--- config.mk ---
export PLATFORM = sky130hd
export DESIGN_NAME = bcd_to_bin_n
export DESIGN_NICKNAME = d
export VERILOG_FILES = /design/src/rtl/bcd_to_bin_n_pkg.sv /design/src/rtl/bcd_to_bin_n_digit_corr.sv /design/src/rtl/bcd_to_bin_n.sv
export SDC_FILE = /design/constraint.sdc
export NUM_CORES = 1
export LEC_CHECK = 0
export ABC_AREA = 1
export BUFFER_PORTS_ARGS = -buffer_cell sky130_fd_sc_hd__buf_2
export CAP_MARGIN = 20
export CORE_MARGIN = 2
export CORE_UTILIZATION = 40
export CTS_CLUSTER_DIAMETER = 200
export CTS_CLUSTER_SIZE = 25
export DETAILED_ROUTE_END_ITERATION = 6
export PLACE_DENSITY = 0.62
export SETUP_SLACK_MARGIN = 0.02
export SYNTH_ARGS = -nofsm -noshare
export SYNTH_HDL_FRONTEND = slang
export SYNTH_SLANG_ARGS = --single-unit
--- constraint.sdc ---
create_clock -name clk_i -period 1.3 [get_ports clk_i]
set_clock_uncertainty 0.1 [all_clocks]
set_input_delay 0.13 -clock clk_i [delete_from_list [all_inputs] [get_ports clk_i]]
set_output_delay 0.13 -clock clk_i [all_outputs]
set_load 0.03 [all_outputs]
--- src/rtl/bcd_to_bin_n_pkg.sv ---
// rtl/bcd_to_bin_n_pkg.sv - shared constants and helpers for the BCD-to-binary converter
package bcd_to_bin_n_pkg;

   localparam logic [1:0] ST_IDLE = 2'd0;
   localparam logic [1:0] ST_RUN  = 2'd1;
   localparam logic [1:0] ST_DONE = 2'd2;

   localparam int BCD_DIG_W = 4;

   // Never returns less than 1 so a one-bit counter still exists for tiny widths.
   function automatic int clog2(input int value);
      int r;
      r = 0;
      while ((32'sd1 <<< r) < value) begin
         r = r + 1;
      end
      if (r == 0) begin
         r = 1;
      end
      return r;
   endfunction

endpackage

--- src/rtl/bcd_to_bin_n_digit_corr.sv ---
// rtl/bcd_to_bin_n_digit_corr.sv - per-digit reverse double-dabble correction (d>=8 -> d-3)
module bcd_digit_corr
   import bcd_to_bin_n_pkg::*;
(
   input  logic [BCD_DIG_W-1:0] d_i,
   output logic [BCD_DIG_W-1:0] d_o
);

   assign d_o = (d_i >= 4'd8) ? (d_i - 4'd3) : d_i;

endmodule

--- src/rtl/bcd_to_bin_n.sv ---
// rtl/bcd_to_bin_n.sv - sequential BCD-to-binary converter, one shift-and-correct per clock
module bcd_to_bin_n
   import bcd_to_bin_n_pkg::*;
#(
   parameter int NDIG  = 5,
   parameter int BIN_W = 17
) (
   input  logic                      clk_i,
   input  logic                      rst_i,
   input  logic                      init_i,
   input  logic [BCD_DIG_W*NDIG-1:0] bcd_i,
   output logic [BIN_W-1:0]          bin_o,
   output logic                      busy_o,
   output logic                      done_o,
   output logic                      err_o,
   output logic                      ovf_o
);

   localparam int D_W   = NDIG * BCD_DIG_W;
   localparam int A_W   = D_W + BIN_W;
   localparam int CNT_W = clog2(BIN_W + 1);

   logic [1:0]       state_q, state_d;
   logic [D_W-1:0]   d_q, d_d;
   logic [BIN_W-1:0] b_q, b_d;
   logic [BIN_W-1:0] bin_q, bin_d;
   logic [CNT_W-1:0] cnt_q, cnt_d;
   logic             done_q, done_d;
   logic             err_q, err_d;
   logic             ovf_q, ovf_d;

   logic [A_W-1:0]   a_shift;
   logic [D_W-1:0]   d_shift;
   logic [D_W-1:0]   d_corr;
   logic [BIN_W-1:0] b_shift;
   logic [NDIG-1:0]  digit_bad;

   assign a_shift = {d_q, b_q} >> 1;
   assign d_shift = a_shift[A_W-1:BIN_W];
   assign b_shift = a_shift[BIN_W-1:0];

   for (genvar g = 0; g < NDIG; g++) begin : g_dig
      bcd_digit_corr u_corr (
         .d_i (d_shift[g*BCD_DIG_W +: BCD_DIG_W]),
         .d_o (d_corr[g*BCD_DIG_W +: BCD_DIG_W])
      );
      assign digit_bad[g] = (bcd_i[g*BCD_DIG_W +: BCD_DIG_W] > 4'd9);
   end

   always_comb begin
      state_d = state_q;
      d_d     = d_q;
      b_d     = b_q;
      bin_d   = bin_q;
      cnt_d   = cnt_q;
      done_d  = 1'b0;
      err_d   = err_q;
      ovf_d   = ovf_q;
      case (state_q)
         ST_IDLE: begin
            if (init_i) begin
               if (|digit_bad) begin
                  // Bad input short-circuits straight to DONE; no shifting happens.
                  err_d   = 1'b1;
                  ovf_d   = 1'b0;
                  bin_d   = '0;
                  done_d  = 1'b1;
                  state_d = ST_DONE;
               end else begin
                  d_d     = bcd_i;
                  b_d     = '0;
                  cnt_d   = CNT_W'(BIN_W);
                  err_d   = 1'b0;
                  ovf_d   = 1'b0;
                  state_d = ST_RUN;
               end
            end
         end
         ST_RUN: begin
            d_d   = d_corr;
            b_d   = b_shift;
            cnt_d = cnt_q - CNT_W'(1);
            if (cnt_q == CNT_W'(1)) begin
               // Whatever is left in the BCD half is value / 2^BIN_W.
               bin_d   = b_shift;
               ovf_d   = (d_corr != '0);
               done_d  = 1'b1;
               state_d = ST_DONE;
            end
         end
         ST_DONE: begin
            state_d = ST_IDLE;
         end
         default: begin
            state_d = ST_IDLE;
         end
      endcase
   end

   always_ff @(posedge clk_i) begin
      if (rst_i) begin
         state_q <= ST_IDLE;
         d_q     <= '0;
         b_q     <= '0;
         bin_q   <= '0;
         cnt_q   <= '0;
         done_q  <= 1'b0;
         err_q   <= 1'b0;
         ovf_q   <= 1'b0;
      end else begin
         state_q <= state_d;
         d_q     <= d_d;
         b_q     <= b_d;
         bin_q   <= bin_d;
         cnt_q   <= cnt_d;
         done_q  <= done_d;
         err_q   <= err_d;
         ovf_q   <= ovf_d;
      end
   end

   assign bin_o  = bin_q;
   assign busy_o = (state_q != ST_IDLE);
   assign done_o = done_q;
   assign err_o  = err_q;
   assign ovf_o  = ovf_q;

endmodule

==> impl.org, run 1 <==
** Route
- Number of routed nets with antenna violations :: 0
- Across all layers, the routed design uses between 3000 and 4000 vias.
- Via/cell ratio :: ~5
- For this run, design rule violations remaining after detail routing come to 0.
- In the final routed layout, each cell accounts on average for 15.0 um.
- The first routing iteration left 206 violations.
- For this block, the routed nets add up to 10.4 mm of wire.
- Before antenna repair, the detailed router went through 4 iterations.

** Die
- Die width :: around 94 um
- The core region is 7770 um^2.
- The die covers approximately 8800 um^2.
- Die Height :: approximately 94 um
- The initialized floorplan defines 32 standard-cell rows.
- Number of placed I/O pins :: 44
- Initial cell density of the core :: 0.414

** Logic synthesis
- The synthesized design contains 63 register bits.
- In this run the cell area of the synthesized design comes to around 3200 um^2.
- Gate count after technology mapping :: roughly 470
- Register area share after synthesis :: 0.392
- The netlist uses 24 different library cells.
- Yosys warnings :: 0
- Syn Area/Cell :: between 6 and 7 um^2
- When the netlist entered floorplanning its net count stood at about 500.

** Run status
- Status :: finished with violations
- The checks that failed: negative setup slack.

** Global route
- Global route total overflow :: 0
- Met1 demand-to-capacity share in global routing :: 0.298
- The number of antenna violations at the first check in global routing came to 0.
- Fraction of met2 tracks used by global routing :: 0.356
- The first global-routing pass estimated about 15 mm of wire.
- Vias in the first global route :: ~3300
- The global routing stage identified its most utilized layer as met2.
- Met3 usage :: 0.0385
- Entering global routing, the biggest net connects 27 pins.
- Overall global routing resource usage :: 0.221

** Layout
- Leaving out fill and tap cells, the most frequent cell in the layout is nand2_1.
- Commonest non-fill, non-tap cells in the layout :: 88 x nand2_1, 55 x buf_4, 49 x nor2_1
- Area growth from synthesis to final layout :: 61.7%
- Antenna cell count :: 0
- The net count of the finished layout is 622.
- In the final layout, the share of cells above drive strength 1 is 0.529.

** Clocking
- At the later pin of the worst-skew pair, clock insertion delay measures between 0.3 and 0.4 ns.
- Number of buffers created by CTS :: 9
- Reg clk slew, reported paths :: approximately 0.08 ns
- CTS H-tree depth :: 3
- No sink is reached through more buffers than the 2 on the longest clock path.
- CTS sink cnt :: between 60 and 70
- CTS tree :: done
- The cell sitting at the root of the clock tree is a clkbuf_8.

** Timing
- Endpoints failing setup :: 50
- After layout, the worst setup slack is -0.160 ns.
- Slew at the pin closest to its max-slew limit :: between 0.4 and 0.5 ns
- Setup repair after global routing missed its margin :: true
- Number of pins exceeding their max-slew limit in the final report :: 0
- Total Negative Setup Slacks :: -3.44 ns
- Max Fclk :: 685 MHz
- The count of endpoints failing hold in the final timing report came to 0.
- Min Tclk post-route :: roughly 1.5 ns
- In the finished design, the share of the clock period the worst path needs comes to 1.12.
- In this run the tightest slew margin relative to its limit is 0.672.
- Worst hold slack after final layout :: between 0.03 and 0.04 ns

** Pwr
- Worst VDD drop :: 471 uV
- Power density cells :: slightly below 1000 nW/um^2
- Leak :: approximately 2.3 nW

** Job
- The tool flagged a number of max-cap violations equal to 0.

** Critical path
- Required time of the worst setup path :: between 1 and 1.5 ns
- STA classifies the critical path endpoint as a register.
- STA classifies the critical path startpoint as a register.
- Data on the critical path arrives at its endpoint at about 1.6 ns.
- Highest net fanout along the worst path :: 6
- Type of the setup path with the least slack :: reg -> reg

** Placement
- In this run the tool buffered the top-level ports with 43 buffer cells.
- The wire-length estimate of the detail-placed layout is between 5 and 6 mm.
- Placer congestion estimate :: ~0.83

** Min path
- Worst min-delay path category :: in -> reg
-- synthesized netlist by cell type --
| cell | count | area (um^2) |
|---|---|---|
| o21a_1 | 2 | 15.0 |
| nor2_2 | 1 | 6.26 |
| or2_2 | 3 | 18.8 |
| ha_1 | 10 | 125 |
| inv_1 | 37 | 139 |
| nand3_1 | 53 | 265 |
| a21oi_2 | 10 | 87.6 |
| inv_2 | 3 | 11.3 |
| nand3_4 | 1 | 17.5 |
| buf_8 | 1 | 15.0 |
| buf_1 | 2 | 7.51 |
| dfxtp_1 | 63 | 1260 |
| xor2_1 | 1 | 8.76 |
| buf_6 | 3 | 33.8 |
| nand4_1 | 1 | 6.26 |
| nor2_1 | 59 | 221 |
| o21ai_0 | 20 | 100 |
| a21oi_1 | 37 | 185 |
| nand2_1 | 127 | 477 |
| nand2_2 | 12 | 75.1 |
| buf_2 | 8 | 40.0 |
| clkbuf_1 | 12 | 45.0 |
| nor2_4 | 3 | 33.8 |
| o21ai_1 | 4 | 20.0 |
-- power by group --
group / leakage, nW / internal, mW / switching (mW)
sequential: 0.520 / 2.02 / 0.0730
clock: 0.0956 / 0.888 / 0.865
combinational: 1.68 / 0.505 / 0.684
total: 2.30 / 3.41 / 1.62
-- cells by family (layout without fill, tap and decap cells) --
kind of cell,Yosys count,count (layout),share of synthesized area
AND/OR/NAND/NOR,260,264,0.349
AO/OA/AOI/OAI,73,73,0.127
buffers and inverters,66,183,0.0907
flip-flops,63,63,0.392
adder cells (fa/ha/maj),10,10,0.0389
XOR/XNOR,1,1,0.00272
-- registers in the layout, indices dropped and copies added (netlist names) --
| signal | cells |
|---|---|
| b_q | 16 |
| bin_o | 17 |
| cnt_q | 5 |
| d_q | 20 |
| done_o | 1 |
| err_o | 1 |
| ovf_o | 1 |
| state_q | 2 |
-- final timing paths --
check	slack (ns)	end	cells past startpoint	startpoint
worst min register to register	0.37	err_o$_SDFFE_PP0P_	2	err_o$_SDFFE_PP0P_
worst max-delay path	-0.16	bin_o[7]$_SDFFE_PP0P_	9	cnt_q[1]$_SDFFE_PP0P_
worst max register to register	-0.16	bin_o[7]$_SDFFE_PP0P_	9	cnt_q[1]$_SDFFE_PP0P_
worst min-delay path	0.03	d_q[10]$_SDFFE_PP0P_	5	bcd_i[10]
-- worst max-delay path, cell delays in order (launching register included) --
cell and delay [ns]:
dfxtp_2 0.33, inv_2 0.07, ha_4 0.13, nand3_4 0.08, nor2_4 0.18, inv_8 0.10
nand2_8 0.10, nand2_8 0.08, a21oi_2 0.13, nor2_1 0.05
-- per-layer routing --
metal,routed length (um),up-vias
li1,-,1754
met1,4590,1708
met2,5040,95
met3,582,24
met4,222,0
met5,0,-
-- final cells by class --
type | count | area [um^2]
fillers | 628 | 2570
multi-input cells | 348 | 2320
flip-flops and latches | 63 | 1290
repair buffers | 127 | 1100
inverters | 40 | 165
well taps | 102 | 128
clock buffers | 9 | 124
clock inverters | 7 | 72.6
-- stage by stage --
step	cell area [um^2]	util	total power, mW	worst slack, ns	instances
6_report	5200	0.669	5.04	-0.160	696
3_3_place_gp	4080	0.525	3.03	-0.206	661
4_1_cts	4680	0.603	4.88	-0.123	687
5_1_grt	5200	0.669	5.26	-0.224	696
3_5_place_dp	4080	0.525	3.04	-0.229	661
2_1_floorplan	3310	-	2.69	-0.0579	473
-- what timing repair did --
| item | CTS | global route |
|---|---|---|
| setup buffers | 4 | 7 |
| pin swaps | 33 | 61 |
| hold endpoints to repair | 1 | 0 |
| setup endpoints to repair | 61 | 62 |
| cloned | 5 | 4 |
| hold buffers | 1 | 0 |
| resized for setup | 76 | 109 |
(Power assumes the default switching activity.)
==> inputs of run 2 (changes only) <==
SETUP_SLACK_MARGIN = default   (was 0.02)
==> impl.org, run 2 (same netlist as run 1, synthesis figures left out) <==
** Run status
- Status :: finished with violations
- Violated checks :: negative setup slack

** Critical path
- On the critical path the largest part of the delay comes from simple AND/OR/NAND/NOR gates.
- Required time of the worst setup path :: approximately 1.5 ns
- Traced cell by cell, the critical path runs through inv_2, nor2_4, inv_4, nor2_4, inv_6, nand2_8, nand2_4, a21oi_2, nor2_1.
- Among the stages of the critical path, the cell type that occurs most often is nor2_4.
- The endpoint identified for the worst register-to-register timing path is bin_o[15]$_SDFFE_PP0P_.
- Worst flop-to-flop path startpoint :: state_q[0]$_SDFFE_PP0P_
- Together, buffers and inverters on the worst path number 3.
- Worst-case register-to-register setup slack :: -0.16 ns
- The worst setup path is launched from a register.
- Critical-path top delay cell :: dfxtp_2
- Crit path DAT :: ~1.6 ns
- The largest single stage delay on the critical path is ~0.33 ns.
- The worst setup path is of the reg -> reg kind.
- Of all nets on the critical path, the largest fanout is 6.
- The worst setup path is captured at a register.
- Reg2reg path depth :: 9

** Clocking
- CTS built an H-tree with a depth of 3.
- Counting the buffers created by CTS gives 9.
- Maximum clock insertion buffer count :: 2
- Total of hold buffers inserted after clock tree synthesis :: 0
- CTS tree :: done
- Clk_lat worst skew :: approximately 0.35 ns
- The tree built by TritonCTS fans out to 63 sinks.
- After clock tree synthesis, the clock-pin slew on the worst setup and hold paths is ~0.080 ns.
- CTS placed an instance of clkbuf_8 at the clock tree root.

** Placement
- The placed instances occupy a cell area of about 4000 um^2.
- Buffers placed on the I/O ports in this run total 43.
- Placer congestion estimate :: roughly 0.82
- Cell total after placement :: around 660
- Detail Placement HPWL :: approximately 6.0 mm

** Layout
- Post-layout utilization of the core :: 0.653
- Largest Register :: d_q
- Count of nets after finishing :: about 630
- Fill cell count :: roughly 650
- Non-filler cells, final :: 700
- Layout Cell Area excl Fill :: between 5000 and 6000 um^2
- Commonest non-fill, non-tap cells in the layout :: 93 x nand2_1, 68 x buf_4, 51 x nor2_1
- The multi-input combinational cells in the finished layout cover a total of roughly 2200 um^2.
- The area growth from synthesis to layout is 57.7%.
- The sequential cells in the finished layout cover a total of between 1000 and 1500 um^2.
- Largest register FFs :: 20
- Fraction of final layout cells sized beyond drive strength 1 :: 0.498
- 0 antenna diodes ended up in the layout.
- Commonest non-fill, non-tap cell in the layout :: nand2_1

** Global route
- In the global route stage, overall resource usage came out at 0.223.
- The number of antenna violations at the first check in global routing is 0.
- Global route total overflow :: 0
- The first global-routing pass estimated ~15 mm of wire.
- The number of global-route vias before repair is between 3000 and 4000.
- Entering global routing, the biggest net connects 30 pins.

** Timing
- The max-slew violation count is 0.
- Endpoints failing setup :: 42
- Min Tclk post-route :: ~1.5 ns
- Final hold analysis gives a worst-case slack of about 0.017 ns.
- Dividing the final minimum period by the clock period gives 1.12.
- Setup repair after global routing missed its margin :: true
- The count of endpoints failing hold in the final timing report came to 0.
- Total Negative Setup Slacks :: -3.31 ns
- Max transition margin :: 0.817
- In the post-route analysis, the smallest setup slack over all paths is -0.158 ns.
- Static timing analysis puts the maximum clock frequency at 686 MHz.
- Slew at the pin closest to its max-slew limit :: between 0.2 and 0.3 ns

** Die
- Placement row count :: 32
- Die width :: 93.7 um
- The total area inside the core boundary comes to 7770 um^2.
- From bottom edge to top edge, the die measures about 94 um.
- Number of placed I/O pins :: between 40 and 50
- The floorplan step defined a die boundary enclosing around 9000 um^2.
- For this configuration, the core starts out at a cell density of 0.414.

** Route
- The detailed router placed ~3500 vias in this run.
- DRC viols :: 0
- Number of routed nets with antenna violations :: 0
- Final routed wire length divided by cell count :: around 14 um
- Before antenna repair, the detailed router went through 5 iterations.
- Via/cell ratio :: around 5.0
- The detailed router finished its first iteration with between 150 and 200 violations.
- Final routed wirelength across all metal layers :: 9.78 mm

** Min path
- The worst hold path passes through 5 cells.
- Worst min-delay path category :: in -> reg
- Endpoint of the worst hold-timing path :: d_q[4]$_SDFFE_PP0P_
- The startpoint identified for the worst hold timing path is bcd_i[4].

** Pwr
- Leak :: around 2.2 nW
- Worst VDD drop :: 524 uV
- In this run the power density over the cells is between 1000 and 1500 nW/um^2.

** Job
- Across the run, the number of max-cap violations was 0.
[run 2: changes by cell type in the layout (fill, tap and decap cells not counted), moves of 3 or more]
cell | previous run | this run
buf_4 | 55 | 68
a21oi_2 | 36 | 25
nand2_1 | 88 | 93
nand2_4 | 15 | 9
o21ai_1 | 6 | 9
buf_12 | 7 | 10
a21oi_1 | 11 | 21
buf_6 | 15 | 7
o21ai_0 | 8 | 4
[run 2: power breakdown]
group	internal, mW	switching (mW)	total, mW
Sequential	2.02	0.0740	2.10
Combinational	0.478	0.656	1.13
Clock	1.08	0.806	1.88
[run 2: how the worst max path moves through the flow]
| stage | start | slack [ns] | cells past startpoint | to |
|---|---|---|---|---|
| final | state_q[0]$_SDFFE_PP0P_ | -0.16 | 9 | bin_o[15]$_SDFFE_PP0P_ |
| after global routing | state_q[0]$_SDFFE_PP0P_ | -0.25 | 10 | bin_o[3]$_SDFFE_PP0P_ |
| after CTS | d_q[1]$_SDFFE_PP0P_ | -0.15 | 10 | ovf_o$_SDFFE_PP0P_ |
| after detailed placement | bcd_i[14] | -0.24 | 9 | bin_o[5]$_SDFFE_PP0P_ |
| after global placement | bcd_i[14] | -0.21 | 9 | bin_o[5]$_SDFFE_PP0P_ |
| after floorplan | d_q[2]$_SDFFE_PP0P_ | -0.06 | 10 | ovf_o$_SDFFE_PP0P_ |
[run 2: stage by stage]
stage	total power, mW	setup slack, ns
detailed placement	3.02	-0.241
floorplan	2.68	-0.0579
global placement	3.01	-0.206
global route	5.35	-0.246
CTS	5.03	-0.146
finish	5.11	-0.158
[run 2: final cells by class]
class,count,area share
multi-input cells,348,0.433
flip-flops and latches,63,0.253
repair buffers,131,0.215
inverters,40,0.0316
clock buffers,10,0.0252
well taps,102,0.0252
clock inverters,6,0.0165
[run 2: worst min-delay path: cells and delay by family]
family / cells / cell delay [ns]
simple gates: 4 / 0.22
buf+inv: 1 / 0.08
[run 2: repair_timing]
action,in CTS,in global routing
cloned,4,3
pin swaps,33,36
endpoints found under the setup margin,42,60
resized for setup,91,66
buffers inserted,5,10
[run 2: metal layers]
metal  part of all wire  wire, um  vias up  track usage
li1                   -         -     1742            -
met5                  0         0        -            0
met3              0.049       477       15       0.0441
met1               0.43      4230     1654        0.285
met4              0.016       153        0       0.0713
met2               0.50      4910       88        0.380
